==> src/rtl/cp0_unit_if.sv <==
// cp0_unit_if: M-stage <-> CP0 signal bundle for the MIPS pipeline.
// master = CPU pipeline side, slave = cp0_unit.
// Optional macro CP0_BADVADDR_EN adds the BadVAddrIn line.
interface cp0_unit_if;
  logic [4:0]  A1;
  logic [4:0]  A2;
  logic [31:0] DIn;
  logic        WE;
  logic [31:0] VPC;
  logic        BDIn;
  logic [4:0]  ExcCodeIn;
  logic [5:0]  HWInt;
  logic        EXLClr;
`ifdef CP0_BADVADDR_EN
  logic [31:0] BadVAddrIn;
`endif
  logic [31:0] DOut;
  logic [31:0] EPCOut;
  logic        Req;

  modport master (
    output A1, A2, DIn, WE, VPC, BDIn, ExcCodeIn, HWInt, EXLClr,
`ifdef CP0_BADVADDR_EN
    output BadVAddrIn,
`endif
    input  DOut, EPCOut, Req
  );

  modport slave (
    input  A1, A2, DIn, WE, VPC, BDIn, ExcCodeIn, HWInt, EXLClr,
`ifdef CP0_BADVADDR_EN
    input  BadVAddrIn,
`endif
    output DOut, EPCOut, Req
  );
endinterface

==> src/rtl/cp0_unit.sv <==
// cp0_unit: MIPS coprocessor 0 at the M stage. Holds SR/Cause/EPC/PRId, raises the
// interrupt/exception request, serves mfc0/mtc0 and supplies EPC for eret.
// Optional macro CP0_BADVADDR_EN adds the read-only BadVAddr register (reg 8).
module cp0_unit #(
  parameter logic [31:0] PRID     = 32'h2023_0001,
  parameter logic [31:0] SR_RESET = 32'h0000_0000
) (
  input logic        clk,
  input logic        reset,
  cp0_unit_if.slave  bus
);

  // SR fields
  logic [5:0]  im_q, im_d;
  logic        exl_q, exl_d;
  logic        ie_q, ie_d;
  // Cause fields
  logic        bd_q, bd_d;
  logic [5:0]  ip_q, ip_d;
  logic [4:0]  exc_code_q, exc_code_d;
  // EPC is always word aligned; only [31:2] is stored
  logic [29:0] epc_q, epc_d;
`ifdef CP0_BADVADDR_EN
  logic [31:0] badvaddr_q, badvaddr_d;
`endif

  logic        int_req;
  logic        exc_req;
  logic        req;
  logic [31:0] victim_pc;
  logic [31:0] sr_word;
  logic [31:0] cause_word;
  logic [31:0] epc_word;

  // Request generation; suppressed while reset is held
  always_comb begin
    int_req = (|(bus.HWInt & im_q)) & ie_q & ~exl_q;
    exc_req = (bus.ExcCodeIn != 5'd0) & ~exl_q;
    req     = (int_req | exc_req) & ~reset;
  end

  // A delay-slot victim restarts at the branch, one word earlier
  always_comb begin
    victim_pc = bus.BDIn ? (bus.VPC - 32'd4) : bus.VPC;
  end

  // Next-state: exception entry beats mtc0; eret clears EXL after any SR write
  always_comb begin
    im_d       = im_q;
    exl_d      = exl_q;
    ie_d       = ie_q;
    bd_d       = bd_q;
    ip_d       = bus.HWInt;
    exc_code_d = exc_code_q;
    epc_d      = epc_q;
`ifdef CP0_BADVADDR_EN
    badvaddr_d = badvaddr_q;
`endif
    if (req) begin
      exl_d      = 1'b1;
      bd_d       = bus.BDIn;
      exc_code_d = int_req ? 5'd0 : bus.ExcCodeIn;
      epc_d      = victim_pc[31:2];
`ifdef CP0_BADVADDR_EN
      if (!int_req && (bus.ExcCodeIn == 5'd4 || bus.ExcCodeIn == 5'd5)) begin
        badvaddr_d = bus.BadVAddrIn;
      end
`endif
    end else begin
      if (bus.WE) begin
        if (bus.A2 == 5'd12) begin
          im_d  = bus.DIn[15:10];
          exl_d = bus.DIn[1];
          ie_d  = bus.DIn[0];
        end else if (bus.A2 == 5'd14) begin
          epc_d = bus.DIn[31:2];
        end
      end
      if (bus.EXLClr) begin
        exl_d = 1'b0;
      end
    end
  end

  // State registers with synchronous reset
  always_ff @(posedge clk) begin
    if (reset) begin
      im_q       <= SR_RESET[15:10];
      exl_q      <= SR_RESET[1];
      ie_q       <= SR_RESET[0];
      bd_q       <= 1'b0;
      ip_q       <= 6'd0;
      exc_code_q <= 5'd0;
      epc_q      <= 30'd0;
`ifdef CP0_BADVADDR_EN
      badvaddr_q <= 32'd0;
`endif
    end else begin
      im_q       <= im_d;
      exl_q      <= exl_d;
      ie_q       <= ie_d;
      bd_q       <= bd_d;
      ip_q       <= ip_d;
      exc_code_q <= exc_code_d;
      epc_q      <= epc_d;
`ifdef CP0_BADVADDR_EN
      badvaddr_q <= badvaddr_d;
`endif
    end
  end

  // Register views, mfc0 read mux and eret target with mtc0 EPC bypass
  always_comb begin
    sr_word    = {16'd0, im_q, 8'd0, exl_q, ie_q};
    cause_word = {bd_q, 15'd0, ip_q, 3'd0, exc_code_q, 2'd0};
    epc_word   = {epc_q, 2'b00};
    case (bus.A1)
`ifdef CP0_BADVADDR_EN
      5'd8:    bus.DOut = badvaddr_q;
`endif
      5'd12:   bus.DOut = sr_word;
      5'd13:   bus.DOut = cause_word;
      5'd14:   bus.DOut = epc_word;
      5'd15:   bus.DOut = PRID;
      default: bus.DOut = 32'd0;
    endcase
    if (bus.WE && bus.A2 == 5'd14 && !req) begin
      bus.EPCOut = {bus.DIn[31:2], 2'b00};
    end else begin
      bus.EPCOut = epc_word;
    end
    bus.Req = req;
  end

endmodule

==> src/flat_wrapper.sv <==
// flat-port wrapper written by rule: the top's interface ports become plain ports
module cp0_unit_flat 
#(
  parameter logic [31:0] PRID     = 32'h2023_0001,
  parameter logic [31:0] SR_RESET = 32'h0000_0000
)
  (clk, reset, bus_A1, bus_A2, bus_DIn, bus_WE, bus_VPC, bus_BDIn, bus_ExcCodeIn, bus_HWInt, bus_EXLClr, bus_DOut, bus_EPCOut, bus_Req);
  cp0_unit_if bus_i ();
  input logic clk;
  input logic reset;
  input wire logic [$bits(bus_i.A1)-1:0] bus_A1;
  input wire logic [$bits(bus_i.A2)-1:0] bus_A2;
  input wire logic [$bits(bus_i.DIn)-1:0] bus_DIn;
  input wire logic [$bits(bus_i.WE)-1:0] bus_WE;
  input wire logic [$bits(bus_i.VPC)-1:0] bus_VPC;
  input wire logic [$bits(bus_i.BDIn)-1:0] bus_BDIn;
  input wire logic [$bits(bus_i.ExcCodeIn)-1:0] bus_ExcCodeIn;
  input wire logic [$bits(bus_i.HWInt)-1:0] bus_HWInt;
  input wire logic [$bits(bus_i.EXLClr)-1:0] bus_EXLClr;
  output wire logic [$bits(bus_i.DOut)-1:0] bus_DOut;
  output wire logic [$bits(bus_i.EPCOut)-1:0] bus_EPCOut;
  output wire logic [$bits(bus_i.Req)-1:0] bus_Req;
  assign bus_i.A1 = bus_A1;
  assign bus_i.A2 = bus_A2;
  assign bus_i.DIn = bus_DIn;
  assign bus_i.WE = bus_WE;
  assign bus_i.VPC = bus_VPC;
  assign bus_i.BDIn = bus_BDIn;
  assign bus_i.ExcCodeIn = bus_ExcCodeIn;
  assign bus_i.HWInt = bus_HWInt;
  assign bus_i.EXLClr = bus_EXLClr;
  assign bus_DOut = bus_i.DOut;
  assign bus_EPCOut = bus_i.EPCOut;
  assign bus_Req = bus_i.Req;
  cp0_unit #(.PRID(PRID), .SR_RESET(SR_RESET)) u_core (.clk(clk), .reset(reset), .bus(bus_i));
endmodule
==> config.mk <==
export PLATFORM = sky130hd
export DESIGN_NAME = cp0_unit_flat
export DESIGN_NICKNAME = d
export VERILOG_FILES = /design/src/rtl/cp0_unit_if.sv /design/src/rtl/cp0_unit.sv /design/src/flat_wrapper.sv
export SDC_FILE = /design/constraint.sdc
export NUM_CORES = 1
export LEC_CHECK = 0
export CELL_PAD_IN_SITES_DETAIL_PLACEMENT = 1
export CELL_PAD_IN_SITES_GLOBAL_PLACEMENT = 1
export CORE_ASPECT_RATIO = 0.75
export CORE_MARGIN = 8
export CORE_UTILIZATION = 32
export CTS_CLUSTER_DIAMETER = 120
export DETAILED_ROUTE_END_ITERATION = 8
export GPL_TIMING_DRIVEN = 0
export PLACE_DENSITY_LB_ADDON = 0.12
export SYNTH_ARGS = -nofsm -noshare
export SYNTH_HDL_FRONTEND = slang
export SYNTH_SLANG_ARGS = --single-unit
==> constraint.sdc <==
create_clock -name clk -period 5.8 [get_ports clk]
set_input_delay 0.58 -clock clk [delete_from_list [all_inputs] [get_ports clk]]
set_output_delay 0.58 -clock clk [all_outputs]
set_load 0.02 [all_outputs]
==> results.sh, run 1 <==
export IMPL_slew_headroom=0.398
export IMPL_finalPower_mw=1.08
export IMPL_first_pass_iters=4
export IMPL_max_slew_worst_pin_slew_ps=901
export IMPL_clock_sinks=50
export IMPL_path_class="input pin to primary output"
export IMPL_hpwl_mm=11.7
export IMPL_tns_ps=0
export IMPL_track_usage=0.198
export IMPL_ioPinCount=155
export IMPL_clockBufferDepth=2
export IMPL_multi_input_area_um2=2330
export IMPL_dp_slack_ps=1630
export IMPL_async_reset_ff_frac=0
export IMPL_overflow=0
export IMPL_drt_iter0_drc=169
export IMPL_row_count=33
export IMPL_arrival_ps=3560
export IMPL_synth_edf_count=0
export IMPL_cts_inserted_buffers=5
export IMPL_synth_top_area_frac=0.289
export IMPL_routed_wl_mm=14.4
export IMPL_start_kind="input pin"
export IMPL_vias=3687
export IMPL_leakage_nw=2.10
export IMPL_final_cell_mix="148 x clkdlybuf4s50_1, 66 x nor2_1, 50 x dfxtp_1, 43 x mux2i_1, 31 x mux2_2"
export IMPL_post_cts_resized=0
export IMPL_diodes=0
export IMPL_fill_cells=1273
export IMPL_clk_pin_slew_ps=70
export IMPL_clock_skew_ps=5.81
export IMPL_clk_latency_ps=290
export IMPL_die_area_um2=14400
export IMPL_maxSlewViolCount=0
export IMPL_clockRootBuffer="clkbuf_16"
export IMPL_fin_crit_ps=4140
export IMPL_vdd_drop_max_mv=0.109
export IMPL_yosysUniqueCellTypes=45
export IMPL_syn_area_um2=3460
export IMPL_drtAntennaViolNets=0
export IMPL_post_synth_top_area_cell="dfxtp_1"
export IMPL_hold_viol_final=0
export IMPL_antenna_found_initial=0
export IMPL_core_area_um2=10700
export IMPL_syn_area_per_cell_um2=8.44
export IMPL_synth_top_flop_cell="dfxtp_1"
export IMPL_start_util=0.322
export IMPL_ys_warnings_count=0
export IMPL_setup_viol=0
export IMPL_die_y_um=106
export IMPL_nNetsFinal=657
export IMPL_gp_congestion=0.852
export IMPL_seqCellArea_um2=1000
export IMPL_drive_above_1_share=0.0988
export IMPL_drv_cap=0
export IMPL_cts_tree="built"
export IMPL_fp_dieW_um=136
export IMPL_htreeDepth=2
export IMPL_synthTopCellsByArea="dfxtp_1 29%, mux2i_1 12%, mux2_2 10%, nor2_1 7.2%, xnor2_1 6.1%"
export IMPL_clock_fmax_mhz=241
export IMPL_ys_seq_area_frac=0.289
export IMPL_grt_max_degree=16
export IMPL_post_cts_setup_buffer_count=0
export IMPL_fin_ws_ps=1660
export IMPL_cp_max_fo=10
export IMPL_end_kind="primary output"
export IMPL_syn2layout_area_growth_pct=53.7
export IMPL_whs_path_depth=2
export IMPL_syn_inst=410
export IMPL_critPathRequiredTime_ps=5220
export IMPL_hold_class="register to register"
export IMPL_r2r_worst_path_cells=6
export IMPL_remaining_drc_errors=0
export IMPL_avgRoutedWirePerCell_um=20.4
export IMPL_final_util=0.495
export IMPL_final_common_cell="clkdlybuf4s50_1"
export IMPL_hold_slack_ps=536
export IMPL_postCtsHoldBufs=0
export IMPL_powerDensity_nw_per_um2=203
export IMPL_post_route_period_util=0.714
export IMPL_status="finished clean"
export IMPL_grt_pass1_vias=3962
export IMPL_rsz0062_at_grt="no"
export IMPL_grt_pass1_wl_mm=22.4
export IMPL_routed_via_density=5.21
export IMPL_yosys_register_bits=50
export IMPL_port_buffers=148
-- routing by layer --
| layer | vias to the layer above | global-route usage | routed length (µm) |
|---|---|---|---|
| met5 | - | 0 | 0 |
| met4 | 0 | 0.0383 | 126 |
| met3 | 10 | 0.0415 | 851 |
| met2 | 107 | 0.323 | 6650 |
| met1 | 1787 | 0.264 | 6800 |
| li1 | 1783 | - | - |
-- cell type report --
type,count,share of cell area
Tap cell,140,0.0329
Sequential cell,50,0.188
Timing Repair Buffer,148,0.279
Clock buffer,6,0.0261
Clock inverter,2,0.0113
Buffer,27,0.0219
Multi-Input combinational cell,330,0.438
Inverter,4,0.00282
-- synth_stat cells (2+ instances only) --
cell type and instances:
nor2_1 66, dfxtp_1 50, mux2i_1 43, mux2_2 31, a21oi_1 24, xnor2_1 24
clkbuf_1 18, a211oi_1 16, and2_1 15, a22oi_1 14, nor3_1 13, nand2_1 11
nor2b_1 9, nor4_1 8, a21boi_0 7, a21o_1 6, buf_2 6, nand3_1 6
nand4_1 5, inv_1 4, xor2_1 3, buf_4 2, nand3b_1 2, nand4b_1 2
nor3b_1 2, o21a_1 2, or2_2 2, or3_1 2
-- kinds of logic (layout without fill, tap and decap cells) --
logic type	count (synthesis)	in the layout	synth area share
DFF	50	50	0.289
buffers and inverters	31	187	0.0380
muxes	74	74	0.225
other	1	2	0.00108
AOI/OAI and AO/OA	73	73	0.142
adders and majority gates	1	1	0.00362
and+or+nand+nor	153	153	0.232
xor gates and xnor gates	27	27	0.0684
-- worst max-delay path, cell delays in order --
cell             delay, ps
clkdlybuf4s50_1        480
a22oi_1                160
a311oi_1               500
nor2_1                 300
o21bai_1               250
buf_2                  350
mux2_2                 380
clkdlybuf4s50_1        550
-- worst paths after layout --
kind / to / startpoint / slack (ps)
hold / removal: u_core.im_q[1] / u_core.im_q[1] / 540
setup / recovery: bus_EPCOut[12] / bus_HWInt[4] / 1660
setup reg to reg: u_core.epc_q[10] / u_core.im_q[4] / 3260
hold reg to reg: u_core.im_q[1] / u_core.im_q[1] / 540
-- per-stage QoR --
| step | std cells | instance area, µm² |
|---|---|---|
| finish | 707 | 5320 |
| CTS | 707 | 5320 |
| detailed placement | 699 | 5120 |
| floorplan | 411 | 3460 |
| global route | 707 | 5320 |
| global placement | 699 | 5120 |
-- report_power, final --
part	leakage, nW	total, mW	switching (mW)	internal [mW]
logic	1.59	0.295	0.144	0.151
registers	0.414	0.387	0.0177	0.369
clock network	0.0971	0.397	0.137	0.259
-- sequential cells by signal, indices dropped and copies added, names as in the netlist --
register and cells:
u_core.ie_q 1, u_core.exl_q 1, u_core.ip_q 6, u_core.exc_code_q 5, u_core.epc_q 30, u_core.bd_q 1
u_core.im_q 6
Power figures use the tool's default switching activity.
==> inputs of run 2 (changes only) <==
- CORE_UTILIZATION: 32 -> 27
- clock period: 5.8 -> 3.4 ns (I/O delays scaled with it)
==> run 2 against run 1 <==
  * Final cell count is 3.8% higher
  * Sequential power is 71% higher
  * Critical path depth stayed put
  * Non-clock buffer count is 1 higher
  * Routed wire length is 3.1% higher
  * Clock skew is 2.7 ps higher
  * Die area is 16% higher
  * Hold slack worse by 150 ps
  * Highest routed layer is now met5
==> results.sh, run 2 (synthesized netlist as in run 1, its figures left out) <==
export IMPL_status="finished clean"
export IMPL_cp_slowest_stage_delay_ps=540
export IMPL_leakage_nw=2.08
export IMPL_port_buffers=148
export IMPL_core_area_um2=12400
export IMPL_hold_viol_final=0
export IMPL_start_util=0.279
export IMPL_reg2reg_slack_ps=1010
export IMPL_final_cell_mix="148 x clkdlybuf4s50_1, 65 x nor2_1, 50 x dfxtp_1, 43 x mux2i_1, 31 x mux2_2"
export IMPL_grt_pass1_wl_mm=22.7
export IMPL_avgRoutedWirePerCell_um=20.3
export IMPL_whs_path_depth=3
export IMPL_end_kind="primary output"
export IMPL_ioPinCount=155
export IMPL_setup_viol=0
export IMPL_cp_max_fo=10
export IMPL_hold_class="input pin to register"
export IMPL_top_regs="u_core.epc_q (30), u_core.im_q (6), u_core.ip_q (6)"
export IMPL_cts_tree="built"
export IMPL_critPathSlowestCell="clkdlybuf4s50_1"
export IMPL_powerDensity_nw_per_um2=314
export IMPL_critPathRequiredTime_ps=3060
export IMPL_remaining_drc_errors=0
export IMPL_clk_latency_ps=290
export IMPL_tns_ps=0
export IMPL_routed_via_density=4.89
export IMPL_path_class="input pin to primary output"
export IMPL_post_route_period_util=0.972
export IMPL_first_pass_iters=6
export IMPL_final_util=0.430
export IMPL_vdd_drop_max_mv=0.179
export IMPL_routed_wl_mm=14.9
export IMPL_placed_area_um2=5150
export IMPL_drtAntennaViolNets=0
export IMPL_row_count=35
export IMPL_die_y_um=114
export IMPL_overflow=0
export IMPL_grt_max_degree=16
export IMPL_antenna_found_initial=1
export IMPL_syn2layout_area_growth_pct=54.2
export IMPL_largest_register_ffs=30
export IMPL_drt_iter0_drc=165
export IMPL_track_usage=0.172
export IMPL_hpwl_mm=12.1
export IMPL_maxSlewViolCount=0
export IMPL_clock_fmax_mhz=303
export IMPL_gp_congestion=0.847
export IMPL_cts_inserted_buffers=5
export IMPL_fin_crit_ps=3310
export IMPL_top_register="u_core.epc_q"
export IMPL_clock_sinks=50
export IMPL_clockBufferDepth=2
export IMPL_htreeDepth=2
export IMPL_rsz0062_at_grt="no"
export IMPL_start_kind="input pin"
export IMPL_cp_cell_sequence="clkdlybuf4s50_1, a22oi_1, a311oi_2, nor2_4, o21bai_2, buf_4, mux2_2, clkdlybuf4s50_1"
export IMPL_min_to="u_core.bd_q"
export IMPL_vias=3592
export IMPL_fp_dieW_um=147
export IMPL_die_area_um2=16700
export IMPL_worstHoldStart="bus_BDIn"
export IMPL_grt_pass1_vias=3895
export IMPL_nNetsFinal=658
export IMPL_final_area_um2=5330
export IMPL_finalPower_mw=1.67
export IMPL_arrival_ps=2970
export IMPL_fin_ws_ps=94.3
export IMPL_path_common_cell="clkdlybuf4s50_1"
export IMPL_r2r_end="u_core.im_q[4]"
export IMPL_drive_above_1_share=0.106
export IMPL_max_slew_worst_pin_slew_ps=876
export IMPL_slew_headroom=0.413
export IMPL_dp_slack_ps=-326
export IMPL_timing_rr_start="u_core.im_q[4]"
export IMPL_r2r_worst_path_cells=6
export IMPL_clk_pin_slew_ps=70
export IMPL_clockRootBuffer="clkbuf_16"
export IMPL_clock_skew_ps=8.46
export IMPL_final_common_cell="clkdlybuf4s50_1"
export IMPL_diodes=0
export IMPL_drv_cap=0
run 2: layout make-up:
cell class / count / area [µm²]
clock inverter: 2 / 13.8
buffer: 27 / 128
timing repair buffer: 149 / 1490
sequential: 50 / 1000
clock buffer: 6 / 129
fill: 1470 / 7060
multi-input combinational: 330 / 2350
tap: 166 / 208
inverter: 4 / 15.0
run 2: report_power, final:
part	switching, mW	leakage [nW]	total [mW]	internal [mW]
clock	0.229	0.0708	0.503	0.274
sequential	0.0318	0.414	0.662	0.630
combinational	0.250	1.60	0.508	0.259
run 2: timing repair:
action,4_1_cts,5_1_grt
buffers inserted,0,1
pin swaps,1,1
setup endpoints to repair,31,40
gates resized for setup,6,3
hold buffers,0,0
run 2: worst max-delay path: cells and delay by family:
family,cells,cell delay [ps]
buffers and inverters,3,1260
and+or+nand+nor,1,140
AOI/OAI and AO/OA,3,840
muxes,1,370
run 2: how the worst max path moves through the flow:
stage	depth (start not counted)	from	slack [ps]	to
after CTS	8	bus_HWInt[4]	-30	bus_EPCOut[17]
final	8	bus_HWInt[4]	90	bus_EPCOut[4]
after global placement	8	bus_HWInt[4]	-320	bus_EPCOut[17]
after global routing	8	bus_HWInt[4]	10	bus_EPCOut[5]
after floorplan	6	bus_HWInt[0]	1230	bus_EPCOut[10]
after detailed placement	8	bus_HWInt[4]	-330	bus_EPCOut[17]
run 2: metrics by stage:
step                      cells  hold slack (ps)
after floorplan             411              437
after global placement      725              465
after detailed placement    725              477
after CTS                   733              379
after global routing        734              396
final                       734              387
run 2: per-layer routing:
metal / vias up / track usage / part of all wire
met5: - / 0 / 0.00081
met4: 2 / 0.0322 / 0.0071
met3: 8 / 0.0309 / 0.039
met2: 85 / 0.274 / 0.45
met1: 1721 / 0.239 / 0.51
li1: 1776 / - / -
==> inputs of run 3 (changes only) <==
--- a/config.mk
+++ b/config.mk
@@ -7,2 +7,3 @@
 export LEC_CHECK = 0
+export CAP_MARGIN = 20
 export CELL_PAD_IN_SITES_DETAIL_PLACEMENT = 1
==> constraint.sdc (replaced) <==
create_clock -name clk -period 3.4 [get_ports clk]
set_input_delay 0.51 -clock clk [delete_from_list [all_inputs] [get_ports clk]]
set_output_delay 0.51 -clock clk [all_outputs]
set_load 0.02 [all_outputs]
==> run 3 against run 2 <==
  * First-iteration DRC count increased by 7.3%
  * Die area unchanged
  * Sequential share of layout area about the same
  * Core utilization about the same
  * Final cell count decreased by 0.14%
  * Routed wire length increased by 0.21%
  * Clock skew decreased by 2.6 ps
  * Critical path type unchanged
==> results.sh, run 3 (synthesized netlist as in run 1, its figures left out) <==
export IMPL_status="finished clean"
export IMPL_row_count=35
export IMPL_grt_max_degree=16
export IMPL_seqPwrFrac=0.402
export IMPL_gp_congestion=0.847
export IMPL_r2r_end="u_core.epc_q[26]"
export IMPL_core_area_um2=12400
export IMPL_nNetsFinal=657
export IMPL_tns_ps=0
export IMPL_drtAntennaViolNets=0
export IMPL_overflow=0
export IMPL_placed_cells=725
export IMPL_hold_slack_ps=495
export IMPL_fin_crit_ps=3330
export IMPL_reg2reg_slack_ps=1230
export IMPL_grt_pass1_vias=3884
export IMPL_cp_max_fo=10
export IMPL_vdd_drop_max_mv=0.180
export IMPL_clock_skew_ps=5.87
export IMPL_drt_iter0_drc=177
export IMPL_clock_fmax_mhz=300
export IMPL_routed_via_density=4.97
export IMPL_first_pass_iters=6
export IMPL_clockBufferDepth=2
export IMPL_fill_cells=1480
export IMPL_end_kind="primary output"
export IMPL_rsz0062_at_grt="yes"
export IMPL_post_route_period_util=0.979
export IMPL_arrival_ps=2820
export IMPL_maxSlewViolCount=0
export IMPL_clk_pin_slew_ps=70
export IMPL_critPathRequiredTime_ps=2890
export IMPL_max_slew_worst_pin_slew_ps=875
export IMPL_drive_above_1_share=0.115
export IMPL_hpwl_mm=12.1
export IMPL_seqCellArea_um2=1000
export IMPL_diodes=0
export IMPL_instances_no_fill=733
export IMPL_multi_input_area_um2=2380
export IMPL_final_util=0.430
export IMPL_top_regs="u_core.epc_q (30), u_core.im_q (6), u_core.ip_q (6)"
export IMPL_internal_power_mw=1.14
export IMPL_p_sw_mw=0.507
export IMPL_port_buffers=148
export IMPL_critPathSlowestCell="clkdlybuf4s50_1"
export IMPL_setup_viol=0
export IMPL_post_cts_setup_buffer_count=0
export IMPL_start_util=0.279
export IMPL_die_y_um=114
export IMPL_crit_buf_inv=3
export IMPL_routed_wl_mm=14.9
export IMPL_combPwrFrac=0.294
export IMPL_hold_viol_final=0
export IMPL_final_cell_mix="118 x clkdlybuf4s50_1, 65 x nor2_1, 50 x dfxtp_1, 43 x mux2i_1, 31 x mux2_2"
export IMPL_hold_class="register to register"
export IMPL_vias=3640
export IMPL_finalPower_mw=1.65
export IMPL_powerDensity_nw_per_um2=309
export IMPL_clock_sinks=50
export IMPL_netSwitchingFraction=0.308
export IMPL_critPathTopFamily="buffers and inverters"
export IMPL_ioPinCount=155
export IMPL_startpoint="bus_HWInt[4]"
export IMPL_path_class="input pin to primary output"
export IMPL_timing_rr_start="u_core.im_q[4]"
export IMPL_cts_inserted_buffers=5
export IMPL_start_kind="input pin"
export IMPL_grt_pass1_wl_mm=22.7
export IMPL_cp_depth=8
export IMPL_drv_cap=0
export IMPL_final_common_cell="clkdlybuf4s50_1"
export IMPL_top_register="u_core.epc_q"
export IMPL_clk_latency_ps=290
export IMPL_largest_register_ffs=30
export IMPL_die_area_um2=16700
export IMPL_clockRootBuffer="clkbuf_16"
export IMPL_leakage_nw=2.20
export IMPL_remaining_drc_errors=0
export IMPL_avgRoutedWirePerCell_um=20.3
export IMPL_syn2layout_area_growth_pct=54.2
export IMPL_htreeDepth=2
export IMPL_postCtsHoldBufs=0
export IMPL_cp_cell_sequence="clkdlybuf4s50_1, a22oi_2, a311oi_4, nor2_4, o21bai_4, buf_8, mux2_2, dlygate4sd2_1"
export IMPL_fp_dieW_um=147
export IMPL_r2r_worst_path_cells=6
export IMPL_cp_slowest_stage_delay_ps=490
export IMPL_endpoint="bus_EPCOut[18]"
export IMPL_cts_tree="built"
export IMPL_track_usage=0.172
export IMPL_slew_headroom=0.413
export IMPL_antenna_found_initial=1
export IMPL_p_clk_frac=0.303
[run 3: cell types whose count changed in the layout (fill, tap and decap cells not counted), sizes merged]
cell           previous run  this run
clkdlybuf4s50           148       118
dlygate4sd2               0        30
buf                      10         9
[run 3: worst min-delay path by stage]
stage,start,end,slack (ps),cells after the start
after floorplan,u_core.bd_q,u_core.bd_q,440,2
after global placement,u_core.bd_q,u_core.bd_q,470,2
after detailed placement,u_core.bd_q,u_core.bd_q,480,2
after CTS,u_core.bd_q,u_core.bd_q,490,2
after global routing,u_core.bd_q,u_core.bd_q,520,2
final,u_core.bd_q,u_core.bd_q,490,2
[run 3: worst reg2reg max path, delay by kind of cell, from the launching register on]
family / cells / cell delay [ps]
DFF: 1 / 370
and+or+nand+nor: 1 / 170
buffers and inverters: 2 / 730
AOI/OAI and AO/OA: 3 / 760
[run 3: timing repair]
action / 4_1_cts / 5_1_grt
pin swaps: 1 / 0
gates cloned: 0 / 0
resized for setup: 48 / 3
setup endpoints to repair: 51 / 41
[run 3: power by group through the flow]
stage / clock, mW / sequential (mW) / combinational, mW
after CTS: 0.513 / 0.661 / 0.488
after detailed placement: 0 / 0.675 / 0.508
final: 0.500 / 0.662 / 0.485
after floorplan: 0 / 0.662 / 0.243
after global placement: 0 / 0.673 / 0.502
after global routing: 0.536 / 0.667 / 0.522
[run 3: layout make-up]
cell class	count	share of cell area
multi-input combinational	330	0.446
clock inverter	2	0.00258
buffer	27	0.0277
inverter	4	0.00281
clock buffer	6	0.0242
timing repair buffer	148	0.271
sequential	50	0.188
tap	166	0.0389
[run 3: layer usage]
layer	track usage	vias up	wire (µm)
li1	-	1780	-
met1	0.238	1741	7300
met2	0.274	109	6670
met3	0.0309	8	802
met4	0.0322	2	106
met5	0	-	12
[run 3: stage by stage]
step                      cell area [µm²]  setup slack, ps
after floorplan                      3460              890
after detailed placement             5150             -666
after global routing                 5340            -1.90
final                                5340             72.2
after global placement               5150             -664
after CTS                            5320            -14.8
==> patch: new RTL, settings of run 3 <==
Make the reset (`reset`) asynchronous in one clocked block. Comments in the files are not updated.
--- a/src/rtl/cp0_unit.sv
+++ b/src/rtl/cp0_unit.sv
@@ -83,7 +83,7 @@
   end
 
   // State registers with synchronous reset
-  always_ff @(posedge clk) begin
+  always_ff @(posedge clk or posedge reset) begin
     if (reset) begin
       im_q       <= SR_RESET[15:10];
       exl_q      <= SR_RESET[1];
Formal check against the unedited RTL: differs if reset is asserted again (counterexample within 4 cycles, from zero or initial values and one cycle with reset high); with reset held inactive, the same outputs for 4 cycles.
==> patch against run 3 <==
- count of clock-buffer cells in the layout decreased by 1
- routed wire length decreased by 2.8%
- sequential power increased by 22%
- sequential cell count unchanged
- total power increased by 40%
- non-clock buffer count increased by 6
- critical path type unchanged
- worst setup slack got worse by 0.0039 ns
- area after synthesis increased by 2.7%
- highest routed layer unchanged
- first-iteration DRC count decreased by 32%
- design area increased by 4.4%
==> patch: results (changes against run 3) <==
Slew HR 0.332 (-0.0813); Post-DP HPWL 11500 um (-5.4%); post-synthesis compound-gate area fraction 0.0930 (-0.0492); Setup Skew 0.00970 ns (+0.00384 ns); Port Buffer Count 149 (+0.68%); Synth Area in Adders 0.00352 (-0.0000955); global placement routability congestion 0.802 (-5.3%); fraction of registers with async set/reset 1.00 (+1.00); Max VDD drop 0.214 mV (+19%); post-synthesis average cell area 9.13 um2 (+8.3%); Via Count 3531 (-3.0%); dpl cell area 0.00528 mm2 (+2.5%); CP Max Fanout 9 (-1); Non-Filler Instances 727 (-0.82%); DRT Wirelength 14500 um (-2.8%); nets 646 (-1.7%); Hold WC Path Type in -> reg; Worst path max stage delay 0.43 ns (-0.06 ns); dpl cells 711 (-1.9%); GRT Total Usage 0.169 (-0.00250); outcome finished clean; Leak Pwr 2.27 nW (+3.3%); 1st-pass router iterations 4 (-2); largest cells by area after synthesis dfrtp_1 35%, mux2_2 18%, nor2_1 7.0%; DP Worst Slack -0.907 ns (-0.241 ns); most frequent cells after synthesis 66 x nor2_1, 58 x mux2_2, 50 x dfrtp_1; mux cell area share after synthesis 0.229 (+0.00356)
-- patch: routing by layer --
| layer | part of all wire | vias to the layer above | global-route usage | routed length [um] |
|---|---|---|---|---|
| met5 | 0.00055 | - | 0 | 8 |
| met1 | 0.47 | 1710 | 0.231 | 6870 |
| met4 | 0.0079 | 2 | 0.0332 | 114 |
| met2 | 0.45 | 106 | 0.263 | 6520 |
| met3 | 0.067 | 11 | 0.0452 | 970 |
| li1 | - | 1702 | - | - |
-- patch: worst paths after layout --
check	start	to	slack, ns	cells past startpoint
max	bus_HWInt[4]	bus_EPCOut[12]	0.07	12
min	bus_HWInt[2]	u_core.ip_q[2]$_DFF_PP0_	0.35	1
max reg2reg	u_core.im_q[2]$_DFFE_PP0P_	u_core.im_q[4]$_DFFE_PP0P_	1.22	7
min reg2reg	u_core.bd_q$_DFFE_PP0N_	u_core.bd_q$_DFFE_PP0N_	0.49	2
max in group asynchronous	reset	u_core.epc_q[11]$_DFFE_PP0P_	2.25	3
min in group asynchronous	reset	u_core.epc_q[18]$_DFFE_PP0P_	0.62	2
-- patch: final cells by class --
type / count / area, um2
well taps: 171 / 214
plain buffers: 23 / 141
repair buffers: 158 / 1530
clock inverters: 3 / 68.8
inverters: 5 / 23.8
fillers: 1494 / 7360
clock buffers: 5 / 125
multi-input cells: 312 / 2220
flip-flops and latches: 50 / 1250
-- patch: logic make-up after synthesis --
family	count (synthesis)
and+or+nand+nor	151
muxes	74
AOI/OAI and AO/OA	55
DFF	50
xor gates and xnor gates	29
buffers and inverters	28
adders and majority gates	1
other	1
-- patch: worst register-to-register path: cells and delay by family (launching register included) --
| kind | cells | cell delay (ns) |
|---|---|---|
| AOI/OAI and AO/OA | 3 | 0.82 |
| buffers and inverters | 2 | 0.29 |
| DFF | 1 | 0.40 |
| muxes | 1 | 0.35 |
| and+or+nand+nor | 1 | 0.23 |
-- patch: power breakdown --
part           total (mW)  switching, mW  internal [mW]
clock               0.673          0.249          0.424
combinational       0.825          0.415          0.410
sequential          0.806         0.0918          0.714
total                2.30          0.756           1.55
-- patch: repair_timing --
item | in CTS | in global routing
resized for setup | 152 | 12
endpoints found under the setup margin | 45 | 47
buffers inserted | 5 | 1
pin swaps | 6 | 7
gates cloned | 2 | 0
hold buffers | 0 | 0
